**src/rtl/uart_tx_feeder.sv**
```systemverilog
// Byte FIFO feeding a UART transmitter. A queued byte launches one edge after it is visible in IDLE with tx_busy low.
// Producer backpressure is full/overflow. A launch that never sees tx_busy rise is dropped after BUSY_WAIT cycles and flagged with launch_err.
module uart_tx_feeder #(
  parameter int DEPTH     = 16,
  parameter int DATA_W    = 8,
  parameter int BUSY_WAIT = 16
) (
  input  logic                     clk,
  input  logic                     rst_n,
  input  logic                     wr_en,
  input  logic [DATA_W-1:0]        wr_data,
  input  logic                     flush,
  output logic                     full,
  output logic                     empty,
  output logic [$clog2(DEPTH):0]   level,
  output logic                     overflow,
  output logic                     launch_err,
  output logic [DATA_W-1:0]        tx_data,
  output logic                     tx_transmit,
  input  logic                     tx_busy
);

  localparam int PW = $clog2(DEPTH);
  localparam int LW = PW + 1;
  localparam int CW = $clog2(BUSY_WAIT + 1);

  typedef enum logic [1:0] {
    S_IDLE,
    S_WAIT_HI,
    S_WAIT_LO
  } state_t;

  state_t            r_state;
  state_t            w_next_state;
  logic [DATA_W-1:0] r_mem [DEPTH];
  logic [PW-1:0]     r_wr_ptr;
  logic [PW-1:0]     r_rd_ptr;
  logic [LW-1:0]     r_level;
  logic [CW-1:0]     r_wait_cnt;
  logic              r_overflow;
  logic              r_launch_err;
  logic              r_tx_transmit;
  logic [DATA_W-1:0] r_tx_data;

  logic w_full;
  logic w_empty;
  logic w_wr_ok;
  logic w_pop;
  logic w_timeout;

  assign w_full  = (r_level == LW'(DEPTH));
  assign w_empty = (r_level == '0);

  // A pop in the same cycle never frees room for a write; full is judged on the registered level.
  assign w_wr_ok   = wr_en & ~w_full & ~flush;
  assign w_pop     = (r_state == S_IDLE) & ~w_empty & ~tx_busy & ~flush;
  assign w_timeout = (r_state == S_WAIT_HI) & ~tx_busy & (r_wait_cnt == CW'(BUSY_WAIT - 1));

  always_comb begin
    w_next_state = r_state;
    case (r_state)
      S_IDLE:    if (w_pop) w_next_state = S_WAIT_HI;
      S_WAIT_HI: begin
        if (tx_busy)        w_next_state = S_WAIT_LO;
        else if (w_timeout) w_next_state = S_IDLE;
      end
      S_WAIT_LO: if (!tx_busy) w_next_state = S_IDLE;
      default:   w_next_state = S_IDLE;
    endcase
  end

  always_ff @(posedge clk or negedge rst_n) begin
    if (!rst_n) begin
      r_state <= S_IDLE;
    end else begin
      r_state <= w_next_state;
    end
  end

  always_ff @(posedge clk) begin
    if (w_wr_ok) begin
      r_mem[r_wr_ptr] <= wr_data;
    end
  end

  always_ff @(posedge clk or negedge rst_n) begin
    if (!rst_n) begin
      r_wr_ptr <= '0;
      r_rd_ptr <= '0;
      r_level  <= '0;
    end else if (flush) begin
      r_wr_ptr <= '0;
      r_rd_ptr <= '0;
      r_level  <= '0;
    end else begin
      if (w_wr_ok) r_wr_ptr <= r_wr_ptr + PW'(1);
      if (w_pop)   r_rd_ptr <= r_rd_ptr + PW'(1);
      case ({w_wr_ok, w_pop})
        2'b10:   r_level <= r_level + LW'(1);
        2'b01:   r_level <= r_level - LW'(1);
        default: r_level <= r_level;
      endcase
    end
  end

  always_ff @(posedge clk or negedge rst_n) begin
    if (!rst_n) begin
      r_wait_cnt    <= '0;
      r_overflow    <= 1'b0;
      r_launch_err  <= 1'b0;
      r_tx_transmit <= 1'b0;
      r_tx_data     <= '0;
    end else begin
      r_overflow    <= wr_en & w_full & ~flush;
      r_launch_err  <= w_timeout;
      r_tx_transmit <= w_pop;
      if (w_pop) begin
        r_tx_data  <= r_mem[r_rd_ptr];
        r_wait_cnt <= '0;
      end else if ((r_state == S_WAIT_HI) && !tx_busy && !w_timeout) begin
        r_wait_cnt <= r_wait_cnt + CW'(1);
      end
    end
  end

  assign full        = w_full;
  assign empty       = w_empty;
  assign level       = r_level;
  assign overflow    = r_overflow;
  assign launch_err  = r_launch_err;
  assign tx_transmit = r_tx_transmit;
  assign tx_data     = r_tx_data;

endmodule

```
**config.mk**
```make
export PLATFORM = sky130hd
export DESIGN_NAME = uart_tx_feeder
export DESIGN_NICKNAME = d
export VERILOG_FILES = /design/src/rtl/uart_tx_feeder.sv
export SDC_FILE = /design/constraint.sdc
export NUM_CORES = 1
export LEC_CHECK = 0
export ABC_AREA = 1
export CAP_MARGIN = 5
export CORE_MARGIN = 4
export CORE_UTILIZATION = 31
export DETAILED_ROUTE_END_ITERATION = 6
export GPL_ROUTABILITY_DRIVEN = 0
export SLEW_MARGIN = 0
export SYNTH_ARGS = -nofsm -noshare
export SYNTH_HDL_FRONTEND = slang
export SYNTH_SLANG_ARGS = --single-unit
```
**constraint.sdc**
```tcl
create_clock -name clk -period 2.55 [get_ports clk]
set_input_delay 0.51 -clock clk [delete_from_list [all_inputs] [get_ports clk]]
set_output_delay 0.51 -clock clk [all_outputs]
set_load 0.05 [all_outputs]
```
# Word-level counts from Yosys, hierarchy flattened
# Memories as Yosys holds them, arrays and structs flattened. A register that Yosys moved wholly into a read port is not among the register bits.
# Index checks and enable logic that the tools add are counted.
[totals]
inputBits = 13
memories = 1
ram_bits = 128
word_cells = 63
reg_bits = 23
output_inout_bits = 18
[memory_table]
columns = ["memory", "words", "word_bits", "read_ports", "rd_clocked_by_memory_dff", "write_ports", "line_no", "text"]
rows = [
  ["r_mem", 16, 8, 1, 1, 1, "35", "logic [DATA_W-1:0] r_mem [DEPTH];"],
]
[op_classes]
bitwise = 13
reduce_logical = 12
eq_ne = 9
addsub = 5
n_mux = 15
[op_table]
columns = ["operator", "count"]
rows = [
  ["$mux W4", 4],
  ["$mux W5", 3],
  ["$add A5 B1 Y5 const B", 2],
  ["$pmux W5 S2", 1],
  ["$and A1 B1 Y1", 9],
  ["$add A4 B1 Y4 const B", 2],
  ["$mux W2", 4],
  ["$pmux W2 S3", 1],
  ["$reduce_bool A2 Y1", 3],
  ["$eq A5 B4 Y1 const B", 1],
  ["$eq A5 B5 Y1 const B", 1],
  ["$logic_not A5 Y1", 1],
  ["$sub A5 B1 Y5 const B", 1],
  ["$eq A2 B1 Y1 const B", 2],
  ["$eq A2 B2 Y1 const B", 2],
  ["$ne A2 B2 Y1 const B", 2],
  ["$not A1 Y1", 4],
  ["$logic_not A1 Y1", 3],
  ["$ne A3 B3 Y1 const B", 1],
  ["$reduce_and A3 Y1", 1],
  ["$reduce_bool A3 Y1", 1],
  ["$logic_and A1 B1 Y1", 2],
  ["$logic_not A2 Y1", 1],
  ["$mux W1", 2],
]

# Depth between registers and ports, before layout
# Gate-level depths: netlist of run 1.
[depth]
depth_word = 8
mapped_depth = 15
depth_no_buf = 15

# Least setup slack after synthesis of run 1
# Ideal clock, no wire load.
[synth_path]
path_type = "reg2reg"
startpoint = "register r_level[0], in the netlist level[0]"
endpoint = "register r_level[4], in the netlist level[4]"
slack_ps = 451
required_ps = 2432
period_less_slack_ps = 2099
path_stages_with_launch = 16
t_arrival_ps = 1981
setup_time_ps = 118
path_buffers = 0
path_cell_list = "dfrtp_1 > nor2_2 > nand3_4 > nand2_4 > inv_4 > nor2_8 > nor2_1 > nor2_2 > ha_1 > inv_1 > nand2_2 > nand3_2 > nand2_1 > nand2_1 > nand3_1 > nand2_1"
[synth_via]
elab_chain_len = 8
word_cells_on_any_way = 16
cone_classes = "add/sub (2); eq/ne (3); mux (2); bitwise (7); reduce/logical (2)"
[synth_lines]
columns = ["item", "line_no", "text"]
rows = [
  ["from (decl)", "38", "logic [LW-1:0] r_level;"],
  ["from (signal assigned)", "99", "2'b10: r_level <= r_level + LW'(1);"],
  ["from (signal assigned)", "100", "2'b01: r_level <= r_level - LW'(1);"],
  ["from (signal assigned)", "101", "default: r_level <= r_level;"],
  ["$logic_not A5 Y1", "52", "assign w_empty = (r_level == '0);"],
  ["$not A1 Y1", "56", "assign w_pop = (r_state == S_IDLE) & ~w_empty & ~tx_busy & ~flush;"],
  ["$and A1 B1 Y1 (3 in series)", "56", ""],
  ["$eq A2 B1 Y1 or $eq A2 B2 Y1 (tied branches)", "98", "case ({w_wr_ok, w_pop})"],
  ["$pmux W5 S2", "98", ""],
  ["$mux W5", "91", "end else if (flush) begin"],
]
# Several ways; a longest one is shown, not always the timed one.
# A chain may end at the register's enable or synchronous reset.

# Worst setup path in the final report of run 1
[layout_path]
startpoint = "register r_level[0], in the netlist level[0]"
endpoint = "output full"
[layout_via]
elab_chain_len = 1
[layout_lines]
columns = ["item", "line_no", "text"]
rows = [
  ["$eq A5 B5 Y1", "51", "assign w_full = (r_level == LW'(DEPTH));"],
  ["to (decl)", "13", "output logic full,"],
]
# No other way between the ends.

==> metrics, run 1 <==
Syn Inst Count 541; critical path cell sequence nor2_2 -> nand3_4 -> inv_1 -> dlygate4sd2_1; ys async rst share 0.1950; Netlist cell types 34; register area share after synthesis 0.6984; Placed Area roughly 7300 um2; area delta synth->final 19.77%; Placeable Area 21020 um2; list of most frequent post-synthesis cells edfxtp_1, nor2_1, o21ai_0, nand2_1, dfrtp_1; vias per cell 4.952; final hold vios 0; Crit-path slowest cell dlygate4sd2_1; antenna viol nets, final 0; Synthesized Nets ~560; setup bufs post-CTS 0; Max Fanout on Critical Path 7; area share of fa/ha/maj cells after synthesis 0.01703; pin count of the biggest net entering global routing 57; Max Clk Rate roughly 430 MHz; leakage power total 0.002777 uW; worst skew pair latency 0.42 ns; starting density of the core 0.3146; Synth Area in XOR/XNOR 0.005297; final setup vio count 0; dpl hpwl 9826 um; Reg clk slew, reported paths 0.06 ns; Max Transition Viols Final 0; Compound-Gate Fraction of Synth Area 0.1266; clk buf depth 2; mux contribution to synthesized area 0; Setup CP Type flip-flop to primary output; layout cells sized above 1 0.1283; die width 154.1 um; Worst setup EP type primary output; Synth Area in Simple Gates 0.1177; CTS tree done; Final Cell Area 7921 um2; first drt pass iteration count 5; crit-path max cell delay 0.52 ns; CTS hold repair buffers 0; max-cap viol count 0; vias in the first global route 4419; Synth Register Bits about 160; DRC Markers 0; Ant. Diodes 0; wire per inst about 17 um; Port Buf Inserts 30; ys flop type edfxtp_1; initial antenna violation count 0; # IOs 31; die area 23740 um2; crit path time final 2.343 ns; Detailed Route Iter0 Violations 422; min-delay worst type primary input to asynchronous set/reset pin; clock root buffer clkbuf_16; count leader, synth edfxtp_1; crit start category flip-flop; via count 4333; FP Rows 53; final layout net count 611; unrepaired setup endpoints after global routing false; total gr overflow 0; TritonCTS Buffers 17; Filler Cell Count between 1500 and 2000; power density cells 1016 nW/um2; area leader, netlist edfxtp_1; final period utilization 0.9190; Slew @ Worst Pin 0.6161 ns; EDFF count, synth 128; outcome completed; leading post-synthesis cells by cell area edfxtp_1, dfrtp_1, nor2_1; worst vdd ir 0.0004780 V; first-pass GRT wire length ~24000 um; Die Y 154.1 um; # clock sinks about 160; Syn. warnings 0; H-tree levels 4; Mapped Area 6614 um2; worst reg2reg setup slack 0.48 ns; Syn Area/Cell approximately 12 um2; Setup Skew roughly 0.0055 ns; total negative slack 0 ns; crit path DAT 1.83 ns; main combinational cell family by area after synthesis compound AO/OA/AOI/OAI gates; WP data required 2.04 ns; share of the synthesized area in the top cell type 0.5812; GRT Resource Usage Total 0.1293; Slew headroom 0.5880; routed wire length 14740 um
-- per-layer routing --
metal  track usage  part of all wire  vias up
li1              -                 -     2056
met3       0.03124             0.056       39
met4       0.06308             0.032        0
met2        0.2072              0.48      140
met5             0                 0        -
met1        0.1647              0.43     2098
-- cell families (layout without fill, tap and decap cells) --
logic type / Yosys count / count (layout)
xor gates and xnor gates: 4 / 4
and+or+nand+nor: 173 / 173
adders and majority gates: 9 / 9
DFF: 159 / 159
buffers and inverters: 58 / 117
AOI/OAI and AO/OA: 138 / 138
-- path summary, 6_finish.rpt --
path                       startpoint             to  cells past startpoint
hold / removal                  rst_n  r_wait_cnt[4]                      2
setup / recovery             level[0]           full                      4
setup reg to reg             level[0]       level[4]                     15
min in group clk           tx_data[6]     tx_data[6]                      1
hold reg to reg            tx_data[6]     tx_data[6]                      1
max in group asynchronous       rst_n    r_rd_ptr[0]                      2
-- layout by cell type, fill, tap and decap left out, types with 4 or more instances in the layout --
cell,synthesis,routed
nand2_2,4,4
a21oi_1,6,6
nor3_1,4,4
inv_1,23,23
edfxtp_1,128,128
o21a_1,8,8
clkdlybuf4s50_1,0,28
inv_2,7,7
o21ai_1,14,14
dfrtp_1,31,30
o21ai_0,63,63
nor2_2,4,4
buf_4,1,25
nand3_1,24,24
o211ai_1,12,12
ha_1,9,9
nand2_1,38,38
o22ai_1,13,13
o221ai_1,20,20
clkbuf_16,0,17
nor2_1,91,91
-- timing repair --
item | 4_1_cts | 5_1_grt
resized for setup | 1 | 0
setup endpoints to repair | 1 | 0
hold endpoints to repair | 0 | 0
-- critical path, delay by kind of cell, from the launching register on --
family / cells / cell delay (ns)
buffers and inverters: 2 / 0.58
DFF: 1 / 0.47
and+or+nand+nor: 2 / 0.36
-- power by group --
group	switching [uW]	internal [uW]	total, uW	leakage (uW)
clock	970	1520	2490	0.000277
sequential	191	2990	3180	0.00155
combinational	1620	759	2380	0.000949
-- stage by stage --
step | cells | total power [uW] | utilization | hold WS [ns] | setup WS (ns)
after floorplan | 541 | 4809 | - | 0.2144 | 0.4511
after global placement | 845 | 5562 | 0.3496 | 0.4648 | 0.07460
after detailed placement | 845 | 5625 | 0.3496 | 0.4715 | 0.01054
after CTS | 875 | 8095 | 0.3768 | 0.4886 | 0.1895
after global routing | 875 | 8486 | 0.3768 | 0.5072 | 0.1092
final | 875 | 8046 | 0.3768 | 0.4880 | 0.2066
-- flip-flops by register name, summed over array words and instances, names as in the netlist --
name	count
r_mem	128
tx_data	8
level	5
r_wr_ptr	4
r_wait_cnt	5
overflow	1
r_state	2
tx_transmit	1
launch_err	1
r_rd_ptr	4
-- final cells by class --
| class | instances | area, um2 | area share |
|---|---|---|---|
| clock inverter | 12 | 145.1 | 0.01832 |
| timing repair buffer | 55 | 496.7 | 0.06271 |
| multi-input combinational | 324 | 1763 | 0.2226 |
| sequential | 159 | 4621 | 0.5833 |
| inverter | 32 | 122.6 | 0.01548 |
| tap | 275 | 344.1 | 0.04344 |
| clock buffer | 18 | 429.2 | 0.05418 |
Power figures use the tool's default switching activity.
==> inputs of run 2 (changes only) <==
CORE_ASPECT_RATIO = 0.7   (was default)
clock period = 2.8 ns   (was 2.55 ns; I/O delays follow)
==> metrics, run 2 (synthesis results as in run 1) <==
outcome completed; power density cells 909.6 nW/um2 (-10%); # clock sinks 159 (unchanged); Buf/Inv on CP 2 (unchanged); crit start category flip-flop; routed wire length 15270 um (+3.6%); Die Y 130.2 um (-15%); CTS hold repair buffers 0 (unchanged); final setup vio count 0 (unchanged); dpl hpwl 9880 um (+0.55%); CTS resizes 0 (-1); Crit-path slowest cell clkdlybuf4s50_1; crit path time final 2.661 ns; combinational power share 0.300 (+0.004); layout cells sized above 1 0.1403 (+0.01193); Max Clk Rate 375.8 MHz; final layout net count 615 (+0.65%); Ant. Diodes 0 (unchanged); crit path DAT 2.10 ns (+0.27 ns); antenna viol nets, final 0 (unchanged); source of the critical timing path level[0]; critical path cell sequence nor2_2 -> nand3_4 -> inv_1 -> clkdlybuf4s50_1; Slew headroom 0.5577 (-0.03033); CP top delay family buffers and inverters; final period utilization 0.9504; # IOs 31 (unchanged); met3 wire length 940 um (+15%); part of the power in the clock network 0.304 (-0.005); R2R Path Start level[0]; Setup Skew 0.01340 ns (+0.007856 ns); final hold vios 0 (unchanged); max reg flops 128 (unchanged); vias per cell 5.035 (+1.7%); area delta synth->final 20.22%; Slew @ Worst Pin 0.6614 ns (+0.04535 ns); setup bufs post-CTS 0 (unchanged); Placed Area 7382 um2 (+0.46%); clock root buffer clkbuf_16; min-delay worst type flip-flop to flip-flop; met2 wire length 6959 um (-2.3%); die area 23770 um2 (+0.16%); unrepaired setup endpoints after global routing false; Port Buf Inserts 30 (unchanged); via count 4441 (+2.5%); vias in the first global route 4405 (-0.32%); worst vdd ir 0.0004320 V (-9.6%); TritonCTS Buffers 17 (unchanged); fin util 0.3811 (+0.004264); Setup CP Type flip-flop to primary output; most common cell after layout, fill and taps aside edfxtp_1; Reg clk slew, reported paths 0.07 ns (about the same); WP data required 2.24 ns (+0.20 ns); Detailed Route Iter0 Violations 428 (+1.4%); Final Cell Area 7951 um2 (+0.38%); worst skew pair latency 0.42 ns (about the same); Flop pwr share 0.396 (about the same); CTS tree done; switching pwr 2606 uW (-6.3%); met1 WL 7155 um (+13%); Most flops, register r_mem; Max Fanout on Critical Path 7 (unchanged); Filler Cell Count 1976 (+0.10%); GRT Resource Usage Total 0.1326 (+0.003257); P_int 4627 uW (-12%); worst hold start r_wait_cnt[3]; clk buf depth 2 (unchanged); Max Transition Viols Final 0 (unchanged); pin count of the biggest net entering global routing 41 (-28%); first drt pass iteration count 5 (unchanged); Pwr Total 7233 uW (-10%); initial antenna violation count 0 (unchanged); crit-path max cell delay 0.79 ns (+0.27 ns); leakage power total 0.002811 uW (+1.2%); starting density of the core 0.3170 (+0.002358); DR top layer met4; first-pass GRT wire length 24380 um (+2.1%); total gr overflow 0 (unchanged); die width 182.6 um (+19%); DP Worst Slack 0.2015 ns (+0.1910 ns); total negative slack 0 ns (unchanged); wire per inst 17.31 um (+2.8%); Net Sw Frac 0.3602 (+0.01449); FP Rows 44 (-17%); leading cell types in the layout, fill and taps excluded edfxtp_1, nor2_1, o21ai_0; Placeable Area 20870 um2 (-0.74%); DRC Markers 0 (unchanged); max-cap viol count 0 (unchanged); Worst setup EP type primary output; worst setup margin 0.1388 ns (-0.06775 ns); H-tree levels 4 (unchanged)
run 2: cell types whose count changed in the layout (fill, tap and decap cells not counted):
cell	delta
bufinv_16	-3
inv_4	+1
clkinv_1	-2
dlymetal6s2s_1	+1
clkinv_4	+1
clkbuf_1	-1
clkinvlp_4	-1
clkbuf_16	+1
inv_6	+5
clkinv_2	-1
dlygate4sd2_1	-1
buf_4	+3
inv_8	+2
clkdlybuf4s50_1	+1
run 2: through the flow:
| step | hold WS (ns) | cells |
|---|---|---|
| 2_1_floorplan | 0.2644 | 541 |
| 3_3_place_gp | 0.4589 | 850 |
| 3_5_place_dp | 0.4753 | 850 |
| 4_1_cts | 0.4862 | 882 |
| 5_1_grt | 0.5164 | 882 |
| 6_report | 0.4834 | 882 |
run 2: final timing paths:
path,depth (start not counted),endpoint,slack [ns]
worst max-delay path,4,full,0.14
worst min-delay path,1,r_wait_cnt[3],0.48
worst max register to register,15,level[4],0.78
worst min register to register,1,r_wait_cnt[3],0.48
max in group asynchronous,2,r_rd_ptr[0],1.93
min in group asynchronous,2,r_wait_cnt[1],0.53
run 2: power by group through the flow:
stage               clock, uW  sequential, uW  combinational, uW
global route             2350            2880               2380
floorplan                   0            3180               1200
detailed placement          0            2910               2180
global placement            0            2900               2150
finish                   2200            2860               2170
CTS                      2230            2860               2180
run 2: final cells by class:
cell class	instances	area, um2	share of cell area
clock inverter	14	116.4	0.01463
inverter	32	122.6	0.01542
tap	276	345.3	0.04343
timing repair buffer	59	533.0	0.06703
multi-input combinational	324	1763	0.2217
sequential	159	4621	0.5811
clock buffer	18	450.4	0.05665
run 2: per-layer routing:
layer  track usage  vias to the layer above
li1              -                     2074
met1        0.1897                     2211
met2        0.2056                      139
met3       0.02536                       17
met4       0.04235                        0
met5             0                        -
==> inputs of run 3 (changes only) <==
MAX_ROUTING_LAYER = met4   (was default)
SETUP_SLACK_MARGIN = 0.05   (was default)
==> metrics, run 3 (synthesis results as in run 1) <==
outcome completed; pin count of the biggest net entering global routing 41 (unchanged); first-pass GRT wire length 24400 um (about the same); Setup Skew 0.01031 ns (-0.003093 ns); area delta synth->final 20.22% (unchanged); crit path DAT 2.10 ns (about the same); # clock sinks 159 (unchanged); Die Y 130.2 um (unchanged); Max Transition Viols Final 0 (unchanged); antenna viol nets, final 0 (unchanged); vias per cell 5.084 (+0.97%); Placed Area 7382 um2 (unchanged); Max Clk Rate 375.7 MHz (about the same); Worst setup EP type primary output; R2R Path Start level[0]; clk buf depth 2 (unchanged); final layout net count 615 (unchanged); total gr overflow 0 (unchanged); Placeable Area 20870 um2 (unchanged); crit start category flip-flop; source of the critical timing path level[0]; Port Buf Inserts 30 (unchanged); Setup CP Type flip-flop to primary output; H-tree levels 4 (unchanged); CTS tree done; Most flops, register r_mem; final hold vios 0 (unchanged); power density cells 909.3 nW/um2 (about the same); vias in the first global route 4398 (-0.16%); die area 23770 um2 (unchanged); DRC Markers 0 (unchanged); crit-path max cell delay 0.79 ns (about the same); first drt pass iteration count 5 (unchanged); most common cell after layout, fill and taps aside edfxtp_1; crit path time final 2.662 ns (+0.0008360 ns); Reg2Reg Capture Point level[4]; leading cell types in the layout, fill and taps excluded edfxtp_1, nor2_1, o21ai_0; die width 182.6 um (unchanged); TritonCTS Buffers 17 (unchanged); worst skew pair latency 0.41 ns (about the same); Crit-path slowest cell clkdlybuf4s50_1; starting density of the core 0.3170 (unchanged); max reg flops 128 (unchanged); worst-case reg-to-reg path depth 15 (unchanged); WHS 0.4832 ns (-0.0002840 ns); WP data required 2.24 ns (about the same); Reg clk slew, reported paths 0.07 ns (about the same); Detailed Route Iter0 Violations 424 (-0.93%); min-delay worst type flip-flop to flip-flop; dpl hpwl 9880 um (unchanged); leakage power total 0.002811 uW (unchanged); # IOs 31 (unchanged); GRT Resource Usage Total 0.1369 (+0.004251); Setup crit end full; Final Cell Area 7951 um2 (unchanged); critical path cell sequence nor2_2 -> nand3_4 -> inv_1 -> clkdlybuf4s50_1; clock root buffer clkbuf_16; worst reg2reg setup slack 0.78 ns (about the same); initial antenna violation count 0 (unchanged); total negative slack 0 ns (unchanged); Slew @ Worst Pin 0.6583 ns (-0.003138 ns); routed wire length 15360 um (+0.58%); final setup vio count 0 (unchanged); layout cells sized above 1 0.1403 (unchanged); Slew headroom 0.5598 (+0.002099); final period utilization 0.9507 (about the same); Max Fanout on Critical Path 7 (unchanged); unrepaired setup endpoints after global routing false; worst vdd ir 0.0004343 V (+0.52%); via count 4484 (+0.97%); Ant. Diodes 0 (unchanged); wire per inst 17.41 um (+0.58%); FP Rows 44 (unchanged); max-cap viol count 0 (unchanged)
-- run 3: cell counts in the layout (fill, tap and decap cells not counted) --
Identical to the previous run, type by type.
-- run 3: through the flow --
step	utilization	cells	total power (uW)	setup slack (ns)
2_1_floorplan	-	541	4380	0.7011
3_3_place_gp	0.3538	850	5048	0.2318
3_5_place_dp	0.3538	850	5090	0.2015
4_1_cts	0.3810	882	7276	0.07946
5_1_grt	0.3811	882	7613	0.05419
6_report	0.3811	882	7230	0.1380
-- run 3: where the power goes --
part / leakage, uW / switching, uW / internal (uW)
Combinational: 0.000979 / 1470 / 691
Clock: 0.000282 / 986 / 1220
Sequential: 0.00155 / 144 / 2720
Total: 0.00281 / 2600 / 4630
-- run 3: how the worst min path moves through the flow --
stage / from / endpoint / slack [ns] / cells past startpoint
floorplan: rst_n / launch_err / 0.26 / 0
global placement: r_wait_cnt[4] / r_wait_cnt[4] / 0.46 / 2
detailed placement: r_wait_cnt[3] / r_wait_cnt[3] / 0.48 / 1
CTS: r_wait_cnt[3] / r_wait_cnt[3] / 0.49 / 1
global route: tx_data[7] / tx_data[7] / 0.52 / 1
finish: r_wait_cnt[3] / r_wait_cnt[3] / 0.48 / 1
-- run 3: cell type report --
| type | instances | area, um2 |
|---|---|---|
| Timing Repair Buffer | 59 | 533.0 |
| Clock buffer | 18 | 450.4 |
| Clock inverter | 14 | 116.4 |
| Sequential cell | 159 | 4621 |
| Inverter | 32 | 122.6 |
| Tap cell | 276 | 345.3 |
| Multi-Input combinational cell | 324 | 1763 |
| Fill cell | 1976 | 12910 |
-- run 3: routing by layer --
| metal | track usage | vias to the layer above | part of all wire |
|---|---|---|---|
| met1 | 0.1906 | 2239 | 0.47 |
| met4 | 0.04235 | 0 | 0.016 |
| met5 | - | - | 0 |
| met2 | 0.2054 | 154 | 0.45 |
| met3 | 0.02480 | 24 | 0.058 |
| li1 | - | 2067 | - |
-- run 3: repair_timing --
action | 4_1_cts | 5_1_grt
setup endpoints to repair | 0 | 1
gates resized for setup | 0 | 1
buffers inserted | 0 | 0
hold buffers | 0 | 0
endpoints found under the hold margin | 0 | 0
-- run 3: critical path, delay by kind of cell (launching register included) --
kind                   cells  cell delay [ns]
AND/OR/NAND/NOR            2             0.36
flip-flops                 1             0.47
buffers and inverters      2             0.86
